$ cat config.mk
export PLATFORM = sky130hd
export DESIGN_NAME = tse_ddr_bridge_arbiter
export DESIGN_NICKNAME = d
export VERILOG_FILES = /design/src/rtl/tse_ddr_bridge_arbiter.sv
export SDC_FILE = /design/constraint.sdc
export NUM_CORES = 1
export LEC_CHECK = 0
export BUFFER_PORTS_ARGS = -buffer_cell sky130_fd_sc_hd__buf_4
export CAP_MARGIN = 10
export CELL_PAD_IN_SITES_DETAIL_PLACEMENT = 0
export CELL_PAD_IN_SITES_GLOBAL_PLACEMENT = 1
export CORE_AREA = 2 2 113 115
export DETAILED_ROUTE_END_ITERATION = 12
export DIE_AREA = 0 0 115 117
export MAX_ROUTING_LAYER = met4
export PLACE_DENSITY_LB_ADDON = 0.1
export SLEW_MARGIN = 20
export SYNTH_ARGS = -nofsm -noshare
export SYNTH_HDL_FRONTEND = slang
export SYNTH_SLANG_ARGS = --single-unit
$ cat constraint.sdc
create_clock -name clk -period 7.9 [get_ports clk]
set_clock_uncertainty 0.1 [all_clocks]
set_input_delay 0.395 -clock clk [delete_from_list [all_inputs] [get_ports clk]]
set_output_delay 0.395 -clock clk [all_outputs]
set_load 0.02 [all_outputs]
$ cat src/rtl/tse_ddr_bridge_arbiter.sv
// Two-requester arbiter in front of the TSE DDR clock-bridge slave, with in-order read-response routing.
// Define TSE_DDR_BRIDGE_ARBITER_FIXED_PRIORITY_EN for fixed A-over-B priority instead of round-robin.
module tse_ddr_bridge_arbiter #(
  parameter int ADDR_W      = 24,
  parameter int MAX_PENDING = 8
) (
  input  logic              clk,
  input  logic              reset_n,
  input  logic [ADDR_W-1:0] a_address,
  input  logic [3:0]        a_byteenable,
  input  logic [31:0]       a_writedata,
  input  logic              a_read,
  input  logic              a_write,
  output logic              a_waitrequest,
  output logic [31:0]       a_readdata,
  output logic              a_readdatavalid,
  input  logic [ADDR_W-1:0] b_address,
  input  logic [3:0]        b_byteenable,
  input  logic [31:0]       b_writedata,
  input  logic              b_read,
  input  logic              b_write,
  output logic              b_waitrequest,
  output logic [31:0]       b_readdata,
  output logic              b_readdatavalid,
  output logic [ADDR_W-1:0] m_address,
  output logic [3:0]        m_byteenable,
  output logic [31:0]       m_writedata,
  output logic              m_read,
  output logic              m_write,
  input  logic              m_waitrequest,
  input  logic [31:0]       m_readdata,
  input  logic              m_readdatavalid,
  output logic              err_orphan
);

  localparam int PTR_W = (MAX_PENDING > 1) ? $clog2(MAX_PENDING) : 1;
  localparam int CNT_W = PTR_W + 1;

  typedef enum logic [1:0] {IDLE, HOLD_A, HOLD_B} state_t;

  state_t             state, state_nxt;
  logic [CNT_W-1:0]   pend_cnt;
  logic [PTR_W-1:0]   wr_ptr, rd_ptr;
  logic [MAX_PENDING-1:0] id_fifo;
  logic               room, a_elig, b_elig, win_a;
  logic               sel_a, sel_b, xfer_done, push, pop, head_b;

  // Count is registered, so a pop in the same cycle does not free a slot yet.
  assign room   = pend_cnt < CNT_W'(MAX_PENDING);
  assign a_elig = a_write | (a_read & room);
  assign b_elig = b_write | (b_read & room);

`ifdef TSE_DDR_BRIDGE_ARBITER_FIXED_PRIORITY_EN
  assign win_a = a_elig;
`else
  logic last_b;
  assign win_a = a_elig & (~b_elig | last_b);
`endif

  always_comb begin
    state_nxt = state;
    sel_a     = 1'b0;
    sel_b     = 1'b0;
    case (state)
      IDLE: begin
        if (win_a)       sel_a = 1'b1;
        else if (b_elig) sel_b = 1'b1;
        if ((sel_a | sel_b) && m_waitrequest)
          state_nxt = sel_a ? HOLD_A : HOLD_B;
      end
      HOLD_A: begin
        sel_a = 1'b1;
        if (!m_waitrequest) state_nxt = IDLE;
      end
      HOLD_B: begin
        sel_b = 1'b1;
        if (!m_waitrequest) state_nxt = IDLE;
      end
      default: state_nxt = IDLE;
    endcase
  end

  // Write wins when a requester raises both strobes; everything is gated off while in reset.
  always_comb begin
    m_address     = sel_b ? b_address    : a_address;
    m_byteenable  = sel_b ? b_byteenable : a_byteenable;
    m_writedata   = sel_b ? b_writedata  : a_writedata;
    m_write       = reset_n & ((sel_a & a_write) | (sel_b & b_write));
    m_read        = reset_n & ((sel_a & a_read & ~a_write) | (sel_b & b_read & ~b_write));
    xfer_done     = reset_n & (sel_a | sel_b) & ~m_waitrequest;
    a_waitrequest = ~(xfer_done & sel_a);
    b_waitrequest = ~(xfer_done & sel_b);
    push          = xfer_done & m_read;
    pop           = m_readdatavalid & (pend_cnt != '0);
    head_b        = id_fifo[rd_ptr];
    a_readdata    = m_readdata;
    b_readdata    = m_readdata;
    a_readdatavalid = pop & ~head_b;
    b_readdatavalid = pop & head_b;
  end

  always_ff @(posedge clk or negedge reset_n) begin
    if (!reset_n) begin
      state      <= IDLE;
      pend_cnt   <= '0;
      wr_ptr     <= '0;
      rd_ptr     <= '0;
      err_orphan <= 1'b0;
    end else begin
      state <= state_nxt;
      if (push) wr_ptr <= wr_ptr + 1'b1;
      if (pop)  rd_ptr <= rd_ptr + 1'b1;
      case ({push, pop})
        2'b10:   pend_cnt <= pend_cnt + 1'b1;
        2'b01:   pend_cnt <= pend_cnt - 1'b1;
        default: pend_cnt <= pend_cnt;
      endcase
      if (m_readdatavalid && pend_cnt == '0) err_orphan <= 1'b1;
    end
  end

`ifndef TSE_DDR_BRIDGE_ARBITER_FIXED_PRIORITY_EN
  always_ff @(posedge clk or negedge reset_n) begin
    if (!reset_n)       last_b <= 1'b1;
    else if (xfer_done) last_b <= sel_b;
  end
`endif

  // Requester IDs are data: validity is tracked by the pointers and count alone.
  always_ff @(posedge clk) begin
    if (push) id_fifo[wr_ptr] <= sel_b;
  end

endmodule

==> results.py <==
metrics = {
    "status": {
        "status": "finished clean",
    },
    "critical_path": {
        "r2r-end": "pend_cnt[2]$_DFFE_PN0P_",
        "critPathLaunchType": "flop",
        "cp_max_fo": 61,
        "crit-reg2reg-launch": "state[0]$_DFFE_PN0P_",
        "crit_path_end": "b_waitrequest",
        "r2r_cells": 13,
        "startpoint": "state[0]$_DFFE_PN0P_",
        "timing.critical_path.to_type": "output pin",
        "r2r_slack_ps": 4740,
        "cp.arrival_ps": 3090,
        "crit_type": "flop to output pin",
        "worstPathRequired_ps": 7400,
    },
    "global_route": {
        "grt_start_max_net_pins": 62,
        "grt_pass1_vias": 2354,
        "grt_use_met2_pct": 22.9,
        "gr-total-overflow": 0,
        "gr-usage-all-layers_pct": 12.7,
        "grt_use_met3_pct": 3.35,
        "antenna_found_initial": 0,
        "grt_pass1_wl_um": 12900,
        "grtUsageMet1_pct": 14.4,
        "top_usage_layer": "met2",
    },
    "yosys": {
        "synth_nets": 547,
        "yosysSeqAreaShare_pct": 22.9,
        "synth.avg_cell_area_sq_um": 6.83,
        "ys_async_sr_fraction_pct": 63.6,
        "synth_area_sq_mm": 0.00259,
        "synth_edf_count": 8,
        "ys_ff_latch": 22,
        "yosysUniqueCellTypes": 42,
        "ys.flop_type": "dfrtp_1",
        "syn_inst": 379,
        "ys_warn_count": 0,
    },
    "sta": {
        "fmax_ghz": 0.279,
        "setup-violations-final": 0,
        "finalSetupTns_ps": 0,
        "hold_viol": 0,
        "period_needed_ps": 3590,
        "finalCritPeriodShare_pct": 45.4,
        "maxSlewHeadroom_pct": 52.0,
        "final_max_slew_viol_count": 0,
        "fin_ws_ps": 4310,
        "hold_slack_ps": 244,
        "tightest_slew_ps": 721,
        "rsz0062_at_grt": "no",
    },
    "cells_and_area": {
        "final_nets": 669,
        "num_antenna_cells": 0,
        "final_util_pct": 30.9,
        "drive_above_1_share_pct": 43.2,
        "fill_cells": 1351,
        "syn_to_final_growth_pct": 47.1,
        "final_area_sq_mm": 0.00381,
    },
    "clock_tree": {
        "clk_latency_ps": 260,
        "htreeDepth": 1,
        "post_cts_resized": 0,
        "clock_sinks": 22,
        "cts_tree": "yes",
        "clkSlewWorstSetupHoldPaths_ps": 60,
        "cts_buffer_depth": 2,
        "numCtsBuffers": 3,
        "root_buffer": "clkbuf_16",
    },
    "placed_design": {
        "io_buffers": 194,
        "routabilityCongestion": 0.711,
        "dp_hpwl_um": 7680,
        "dp_slack_ps": 4520,
        "placed_cell_area_sq_mm": 0.00369,
    },
    "die": {
        "ios": 291,
        "num_rows": 41,
        "core-area_sq_mm": 0.0123,
        "die_w_um": 115,
        "die_area_sq_mm": 0.0135,
        "initial_core_util_pct": 21.0,
        "die_h_um": 117,
    },
    "route": {
        "drtIter0Drc": 115,
        "wl_um": 9600,
        "ant_nets": 0,
        "post_drt_wl_per_cell_um": 14.8,
        "drc": 0,
        "drt-pass1-iter-count": 4,
        "num_vias": 2696,
        "viasPerCell": 4.15,
    },
    "flow_run": {
        "maxCapViolations": 0,
    },
    "power_and_ir_drop": {
        "vdd_ir_drop_max_uv": 131,
        "power_density_mw_per_mm2": 372,
        "leakagePower_nw": 2.06,
    },
    "min_path": {
        "hold_path.class": "primary input to flop",
    },
}
synth_stat cells, types with 3 or more instances:
master / instances / share of area (%)
a21boi_0: 4 / 1.2
a21o_1: 3 / 0.87
a21oi_1: 4 / 0.77
buf_1: 3 / 0.43
buf_2: 12 / 2.3
buf_4: 64 / 19
dfrtp_1: 13 / 13
edfxtp_1: 8 / 9.3
ha_1: 8 / 3.9
inv_1: 8 / 1.2
nand2_1: 188 / 27
nand2b_1: 3 / 0.72
nor2_1: 8 / 1.2
nor2b_1: 3 / 0.72
nor4b_2: 3 / 1.7
o21ai_0: 4 / 0.77
xnor2_1: 6 / 2.0
xor2_1: 3 / 1.0
metrics by stage:
step,power [mW],std cells
after CTS,1.44,650
after global placement,1.29,645
after detailed placement,1.29,645
after floorplan,0.913,379
after global routing,1.53,650
final,1.42,650
placed cells by master (no fill, tap or decap), drive strengths merged, types with 2 or more instances in the layout:
cell	Yosys	routed
a21boi	4	4
a21o	3	3
a21oi	4	4
a32o	2	2
and2	2	2
buf	80	196
clkbuf	0	3
dfrtp	13	13
edfxtp	8	8
ha	8	8
inv	9	9
mux2	2	2
mux4	2	2
nand2	189	189
nand2b	4	4
nand3	2	2
nand3b	2	2
nor2	8	8
nor2b	3	3
nor3	2	2
nor4	2	2
nor4b	3	3
o21ai	6	6
o31a	2	2
xnor2	6	6
xor2	3	3
cell families (layout without fill, tap and decap cells):
group / count (synthesis) / after routing / share of synthesized area, %
and+or+nand+nor: 219 / 219 / 35.7
buffers and inverters: 89 / 210 / 23.0
AOI/OAI and AO/OA: 27 / 27 / 8.50
DFF: 22 / 22 / 22.9
xor gates and xnor gates: 9 / 9 / 3.04
adders and majority gates: 8 / 8 / 3.86
muxes: 5 / 5 / 2.99
report_power, final:
group / switching (mW) / total, mW / internal [mW] / leakage [nW]
combinational: 0.613 / 1.05 / 0.433 / 1.77
clock: 0.0444 / 0.145 / 0.101 / 0.0511
sequential: 0.0604 / 0.225 / 0.164 / 0.240
total: 0.717 / 1.42 / 0.698 / 2.06
worst min-delay path by stage:
stage,startpoint,slack [ps],cells past startpoint,endpoint
6_report,m_readdatavalid,240,2,err_orphan$_DFFE_PN0P_
5_1_grt,m_readdatavalid,260,2,err_orphan$_DFFE_PN0P_
4_1_cts,m_readdatavalid,240,2,err_orphan$_DFFE_PN0P_
3_5_place_dp,reset_n,180,1,pend_cnt[0]$_DFFE_PN0P_
3_3_place_gp,reset_n,180,1,pend_cnt[0]$_DFFE_PN0P_
2_1_floorplan,reset_n,-0.6,0,err_orphan$_DFFE_PN0P_
layout make-up:
type	instances	area (sq um)	share of cell area [%]
Inverter	9	33.8	0.887
Clock buffer	3	75.1	1.97
Multi-Input combinational cell	268	1410	37.0
Sequential cell	22	592	15.5
Timing Repair Buffer	197	1480	38.9
Clock inverter	1	30.0	0.788
Tap cell	150	188	4.93
what timing repair did:
action	4_1_cts	5_1_grt
hold buffers	1	0
setup buffers	0	0
endpoints found under the hold margin	13	0
worst max-delay path, stage by stage, from the launching register on:
cell,delay [ps]
dfrtp_1,400
inv_1,90
ha_1,300
nor2_1,70
a21oi_1,290
o21ai_4,80
buf_4,330
inv_2,340
buf_4,510
nand2_1,150
buf_4,200
flip-flops by register name, indices dropped and copies added, names as in the netlist:
register and flops:
wr_ptr 3, err_orphan 1, last_b 1, id_fifo 8, state 2, pend_cnt 4
rd_ptr 3
per-layer routing:
metal  vias up  share of wire [%]
li1       1372                  -
met3         9                9.0
met4         0               0.64
met2       140                 53
met1      1175                 37
met5         -                  0
(Power assumes the default switching activity.)
